**config.mk**
```make
export PLATFORM = sky130hd
export DESIGN_NAME = x_input_buffer
export DESIGN_NICKNAME = d
export VERILOG_FILES = /design/src/rtl/x_buf_pkg.sv /design/src/rtl/x_buf_bank.sv /design/src/rtl/x_input_buffer.sv
export SDC_FILE = /design/constraint.sdc
export NUM_CORES = 1
export LEC_CHECK = 0
export CORE_MARGIN = 1.5
export CORE_UTILIZATION = 50
export CTS_CLUSTER_DIAMETER = 100
export DETAILED_ROUTE_END_ITERATION = 12
export GPL_ROUTABILITY_DRIVEN = 0
export PLACE_DENSITY = 0.68
export SETUP_SLACK_MARGIN = 0.02
export SYNTH_ARGS = -nofsm -noshare
export SYNTH_HDL_FRONTEND = slang
export SYNTH_SLANG_ARGS = --single-unit
```
**constraint.sdc**
```tcl
create_clock -name clk -period 2.17 [get_ports clk]
set_input_delay 0.434 -clock clk [delete_from_list [all_inputs] [get_ports clk]]
set_output_delay 0.434 -clock clk [all_outputs]
set_load 0.01 [all_outputs]
```
**src/rtl/x_buf_pkg.sv**
```systemverilog
// Shared types and constants for the X input buffer slice.
// Latency: n/a (package only).
// Backpressure: n/a (package only).
package x_buf_pkg;

  localparam int COLS = 4;  // matrix columns = ALU lanes
  localparam int X_W  = 9;  // lane width presented to the ALU

  typedef enum logic [1:0] {
    FILL  = 2'd0,
    READY = 2'd1
  } state_e;

  // Ceiling log2 usable in constant expressions (port widths, localparams).
  function automatic int clog2(input int n);
    int r;
    r = 0;
    for (int i = 0; i < 31; i++) begin
      if ((1 << i) < n) r = i + 1;
    end
    return r;
  endfunction

endpackage

```
**src/rtl/x_buf_bank.sv**
```systemverilog
// One ROWS x 4 element matrix store with a single write port and a full-row read.
// Latency: write lands on the next clk edge; the row read is combinational.
// Backpressure: none; the owner decides when wr_en may fire.
// Ports: clk; wr_en/wr_addr/wr_data write element wr_addr (row = wr_addr[msb:2],
//   column = wr_addr[1:0]); rd_row selects the row driven on rd_data (4 x DATA_W).
module x_buf_bank
  import x_buf_pkg::*;
#(
  parameter int DATA_W = 8,
  parameter int ROWS   = 8
) (
  input  logic                            clk,
  input  logic                            wr_en,
  input  logic [clog2(ROWS)+1:0]          wr_addr,
  input  logic [DATA_W-1:0]               wr_data,
  input  logic [clog2(ROWS)-1:0]          rd_row,
  output logic [COLS-1:0][DATA_W-1:0]     rd_data
);

  localparam int RW = clog2(ROWS);

  // Storage is deliberately not reset: validity is tracked by the owner's pointers.
  logic [COLS-1:0][DATA_W-1:0] mem_q [ROWS];

  always_ff @(posedge clk) begin
    if (wr_en) begin
      mem_q[wr_addr[RW+1:2]][wr_addr[1:0]] <= wr_data;
    end
  end

  assign rd_data = mem_q[rd_row];

endmodule

```
**src/rtl/x_input_buffer.sv**
```systemverilog
// Collects a ROWS x 4 matrix from a valid/ready element stream and presents it row by row.
// Latency: row 0 appears one cycle after the last element is accepted; rows advance on x_shift.
// Backpressure: in_ready is registered and depends only on state; it drops while no bank can take data.
// Ports: clk, rst (sync, active-high); in_data/in_valid/in_ready element stream (row-major);
//   x_shift advances the row; mat_ready flags valid x_reg1..x_reg4 (zero-extended to 9 bits);
//   row_idx is the row on x_reg*; mat_done pulses with the x_shift that retires the last row.
// Build option X_PINGPONG_EN: second bank fills while the first drains, swapping without a bubble.
module x_input_buffer
  import x_buf_pkg::*;
#(
  parameter int DATA_W = 8,
  parameter int ROWS   = 8
) (
  input  logic                    clk,
  input  logic                    rst,
  input  logic [DATA_W-1:0]       in_data,
  input  logic                    in_valid,
  output logic                    in_ready,
  input  logic                    x_shift,
  output logic                    mat_ready,
  output logic [X_W-1:0]          x_reg1,
  output logic [X_W-1:0]          x_reg2,
  output logic [X_W-1:0]          x_reg3,
  output logic [X_W-1:0]          x_reg4,
  output logic [clog2(ROWS)-1:0]  row_idx,
  output logic                    mat_done
);

  localparam int RW = clog2(ROWS);
  localparam int AW = RW + 2;

`ifdef X_PINGPONG_EN
  localparam int NB = 2;
`else
  localparam int NB = 1;
`endif

  state_e                        state_q, state_d;
  logic [AW-1:0]                 wp_q, wp_d;
  logic [RW-1:0]                 rp_q, rp_d;
  logic                          in_ready_q, in_ready_d;
  logic                          mat_ready_q;
  logic [COLS-1:0][X_W-1:0]      x_q, x_d;

  logic                          xfer;
  logic                          fill_last;
  logic [NB-1:0]                 wr_en;
  logic [COLS-1:0][DATA_W-1:0]   rd_data [NB];
  logic [COLS-1:0][DATA_W-1:0]   drain_row;

  assign xfer      = in_valid && in_ready_q;
  // ROWS is a power of two, so the last element address is all ones.
  assign fill_last = xfer && (&wp_q);

  for (genvar b = 0; b < NB; b++) begin : g_bank
    x_buf_bank #(.DATA_W(DATA_W), .ROWS(ROWS)) u_bank (
      .clk     (clk),
      .wr_en   (wr_en[b]),
      .wr_addr (wp_q),
      .wr_data (in_data),
      .rd_row  (rp_d),
      .rd_data (rd_data[b])
    );
  end

`ifdef X_PINGPONG_EN
  // sel_q is the bank being filled; the other bank is the one drained in READY.
  logic sel_q, sel_d;
  // The fill bank is complete and waiting for the drain bank to finish.
  logic idle_full_q, idle_full_d;

  assign wr_en      = {xfer && sel_q, xfer && !sel_q};
  assign drain_row  = sel_d ? rd_data[0] : rd_data[1];
  assign in_ready_d = !idle_full_d;
`else
  assign wr_en      = xfer;
  assign drain_row  = rd_data[0];
  assign in_ready_d = (state_d == FILL);
`endif

  always_comb begin
    state_d = state_q;
    rp_d    = rp_q;
    wp_d    = xfer ? wp_q + AW'(1) : wp_q;
`ifdef X_PINGPONG_EN
    sel_d       = sel_q;
    idle_full_d = idle_full_q;
`endif
    case (state_q)
      FILL: begin
        if (fill_last) begin
          state_d = READY;
`ifdef X_PINGPONG_EN
          sel_d = ~sel_q;
`endif
        end
      end
      READY: begin
`ifdef X_PINGPONG_EN
        if (fill_last) idle_full_d = 1'b1;
`endif
        if (x_shift) begin
          rp_d = rp_q + RW'(1);  // wraps to row 0 after the last row
          if (&rp_q) begin
`ifdef X_PINGPONG_EN
            // A bank completing on this very edge also counts as full.
            if (idle_full_q || fill_last) begin
              sel_d       = ~sel_q;
              idle_full_d = 1'b0;
            end else begin
              state_d = FILL;
            end
`else
            state_d = FILL;
`endif
          end
        end
      end
      default: state_d = FILL;
    endcase
  end

  // Output row is loaded from the row that will be current after this edge.
  always_comb begin
    x_d = '0;
    for (int c = 0; c < COLS; c++) begin
      x_d[c] = (state_d == READY) ? X_W'(drain_row[c]) : '0;
    end
  end

  always_ff @(posedge clk) begin
    if (rst) begin
      state_q     <= FILL;
      wp_q        <= '0;
      rp_q        <= '0;
      in_ready_q  <= 1'b1;
      mat_ready_q <= 1'b0;
      x_q         <= '0;
`ifdef X_PINGPONG_EN
      sel_q       <= 1'b0;
      idle_full_q <= 1'b0;
`endif
    end else begin
      state_q     <= state_d;
      wp_q        <= wp_d;
      rp_q        <= rp_d;
      in_ready_q  <= in_ready_d;
      mat_ready_q <= (state_d == READY);
      x_q         <= x_d;
`ifdef X_PINGPONG_EN
      sel_q       <= sel_d;
      idle_full_q <= idle_full_d;
`endif
    end
  end

  assign in_ready  = in_ready_q;
  assign mat_ready = mat_ready_q;
  assign x_reg1    = x_q[0];
  assign x_reg2    = x_q[1];
  assign x_reg3    = x_q[2];
  assign x_reg4    = x_q[3];
  assign row_idx   = rp_q;
  assign mat_done  = (state_q == READY) && x_shift && (&rp_q);

endmodule
```
==> metrics.txt <==
crit path cell chain ha_4 > and3_4 > ha_4 > nand4b_1 > a211oi_4 > buf_6 > nand2_8 > buf_12 > o22ai_2; Hold Violations, Final 0; Iteration-0 DRC Markers ~830; Core Area about 0.024 mm2; Sink Count 300; status complete, no violations; Die Ht roughly 160 um; Area Growth Syn to Fin 23.2%; Post-Syn Area per Cell 15.7 um2; full die area 0.0256 mm2; post-synth top area share 0.624; highest ir drop seen on vdd 0.495 mV; first-pass GRT wire length between 40 and 50 mm; Num CTS Buffers 29; Top cell by count, worst path ha_4; first-pass iteration count of the detailed router 5; routed wire length 30.5 mm; setup_tns 0 ns; leakage power total 4.75 nW; clk buf depth 3; Crit path largest cell delay 0.36 ns; crit end category flop; XOR/XNOR share of the synthesized area 0.00284; Yosys warnings 0; Fill cells around 1700; CP max FO 8; fin crit period 2.13 ns; dominant cell type by area after synthesis edfxtp_1; Clock Latency Late Sink between 0.5 and 0.6 ns; multiplexer share of the synthesized area 0.119; Final Cell Area about 0.015 mm2; Setup crit start kind flop; Via Count 7693; Max-Cap Viols 0; antenna violations before repair 0; WS Path Type reg2reg; routed len/inst 24.6 um; placed cell area 0.0137 mm2; fmax 0.470 GHz; Post-Synth Simple-Gate Area 0.0377; sequential share of the synthesized area 0.695; Async SR Flop Fraction 0; # rows 57; diode count 0; pwr/cell area 763 mW/mm2; most frequent cells in the layout edfxtp_1 (256), mux2i_1 (129), nor2_1 (73); vias in the first global route 7717; HP Class reg2reg; Synth cell types 45; Total GRT Usage 0.228; IO Port Bufs 49; Die Width 160 um; DP HPWL approximately 17 mm; H-tree depth 1; Synth Instances 786; period utilization 0.981; I/O pin total 54; vias per inst 6.20; clk root buf clkbuf_16; Worst Tran Pin Value 0.490 ns; commonest non-fill, non-tap cell in the layout edfxtp_1; largest family of logic cells by synthesized area multiplexers; Critical-path top delay cell dfxtp_2; clock skew 0.0179 ns; layout cells sized above 1 0.208; clock slew at reported path FFs 0.06 ns; CTS tree done; Initial Util 0.508; synthesized area 0.0123 mm2; largest net degree at the start of global routing 60; Nets 913; Synth area leaders edfxtp_1 (62%), mux2i_1 (10%), dfxtp_1 (7.1%), a32oi_1 (4.2%), nor2_1 (2.2%); crit-path leading delay family compound AO/OA/AOI/OAI gates; hold-fix buffers at CTS 0; Fin Hold WS 0.501 ns; gr ovfl total 0; arrival time worst endpoint 2.58 ns; Synth Flop Type edfxtp_1; Setup-failing EPs final 0; DRC violations left 0; WP data required 2.62 ns; Buf/Inv on CP 2; total power 0.0116 W; relative slew slack 0.664; Slew Viols, Final 0; number of flops mapped to enable cells by yosys about 260; Final ANT Viol Nets 0; post-synthesis adder-cell area fraction 0.00711; Yosys reg bits 300; RSZ-0062 raised after global routing true; post-synthesis compound-gate area fraction 0.107
-- tightest hold or removal path, cell delays in order, from the launching register on --
cell      delay (ns)
edfxtp_1        0.32
nor2_1          0.05
o22ai_2         0.09
-- layer usage --
layer,vias up,global-route usage,wire length (um)
met5,-,0,0
met4,0,0.0816,779
met3,55,0.0309,1970
met2,303,0.367,14700
met1,3907,0.318,13000
li1,3428,-,-
-- cells in the mapped netlist (2+ instances only) --
library cell  count
a211oi_1          2
a21oi_1           2
a22oi_1           2
a32oi_1          59
buf_2            24
buf_4            16
clkbuf_1         27
dfxtp_1          44
edfxtp_1        256
ha_1              7
inv_1             4
mux2_4            2
mux2i_1         129
mux4_2            6
nand2_1          10
nand2b_1          2
nand3_1           2
nand3b_1          3
nor2_1           73
o2111ai_1        29
o221ai_1         31
o22ai_1          31
xnor2_1           2
xor2_1            2
-- repair_timing --
item                                    4_1_cts  5_1_grt
endpoints found under the setup margin       16       28
gates cloned                                  1        5
buffers inserted                              2        2
pin swaps                                     3       14
gates resized for setup                       9       53
-- through the flow --
step	instances	utilization	setup slack [ns]
finish	1241	0.626	0.0423
global route	1241	0.626	-0.0363
CTS	1234	0.608	-0.00395
detailed placement	1177	0.566	-0.128
floorplan	790	-	0.242
global placement	1177	0.566	-0.103
-- registers in the layout, indices dropped and copies added (netlist names) --
name / count
row_idx: 3
x_reg2: 8
x_reg1: 8
g_bank.u_bank.mem_q: 256
wp_q: 5
x_reg4: 8
state_q: 2
x_reg3: 8
mat_ready: 1
in_ready: 1
-- where the power goes --
part | internal, W | leakage [nW] | switching, W
clock network | 0.00297 | 0.468 | 0.00205
registers | 0.00628 | 2.66 | 0.0000192
logic | 0.0000832 | 1.62 | 0.000173
total | 0.00934 | 4.75 | 0.00224
-- kinds of logic (layout without fill, tap and decap cells) --
logic type,after synthesis,count (layout)
compound gates,160,160
xor+xnor,4,4
fa+ha+maj,7,7
buf+inv,73,200
flops,300,300
mux,138,138
other cells,1,5
simple gates,103,103
-- cell type report --
cell class / instances / area (um2) / share of cell area
Tap cell: 324 / 405 / 0.0267
Timing Repair Buffer: 141 / 1510 / 0.0992
Sequential cell: 300 / 8570 / 0.565
Multi-Input combinational cell: 417 / 3720 / 0.245
Inverter: 5 / 18.8 / 0.00124
Clock buffer: 40 / 777 / 0.0512
Clock inverter: 14 / 171 / 0.0113
-- path summary, 6_finish.rpt --
check / end / slack [ns] / from / cells after the start
setup / recovery: x_reg4[3] / 0.04 / wp_q[1] / 9
hold reg to reg: x_reg4[2] / 0.50 / g_bank[0].u_bank.mem_q[7][26] / 2
setup reg to reg: x_reg4[3] / 0.04 / wp_q[1] / 9
hold / removal: x_reg4[2] / 0.50 / g_bank[0].u_bank.mem_q[7][26] / 2
Power figures use the tool's default switching activity.
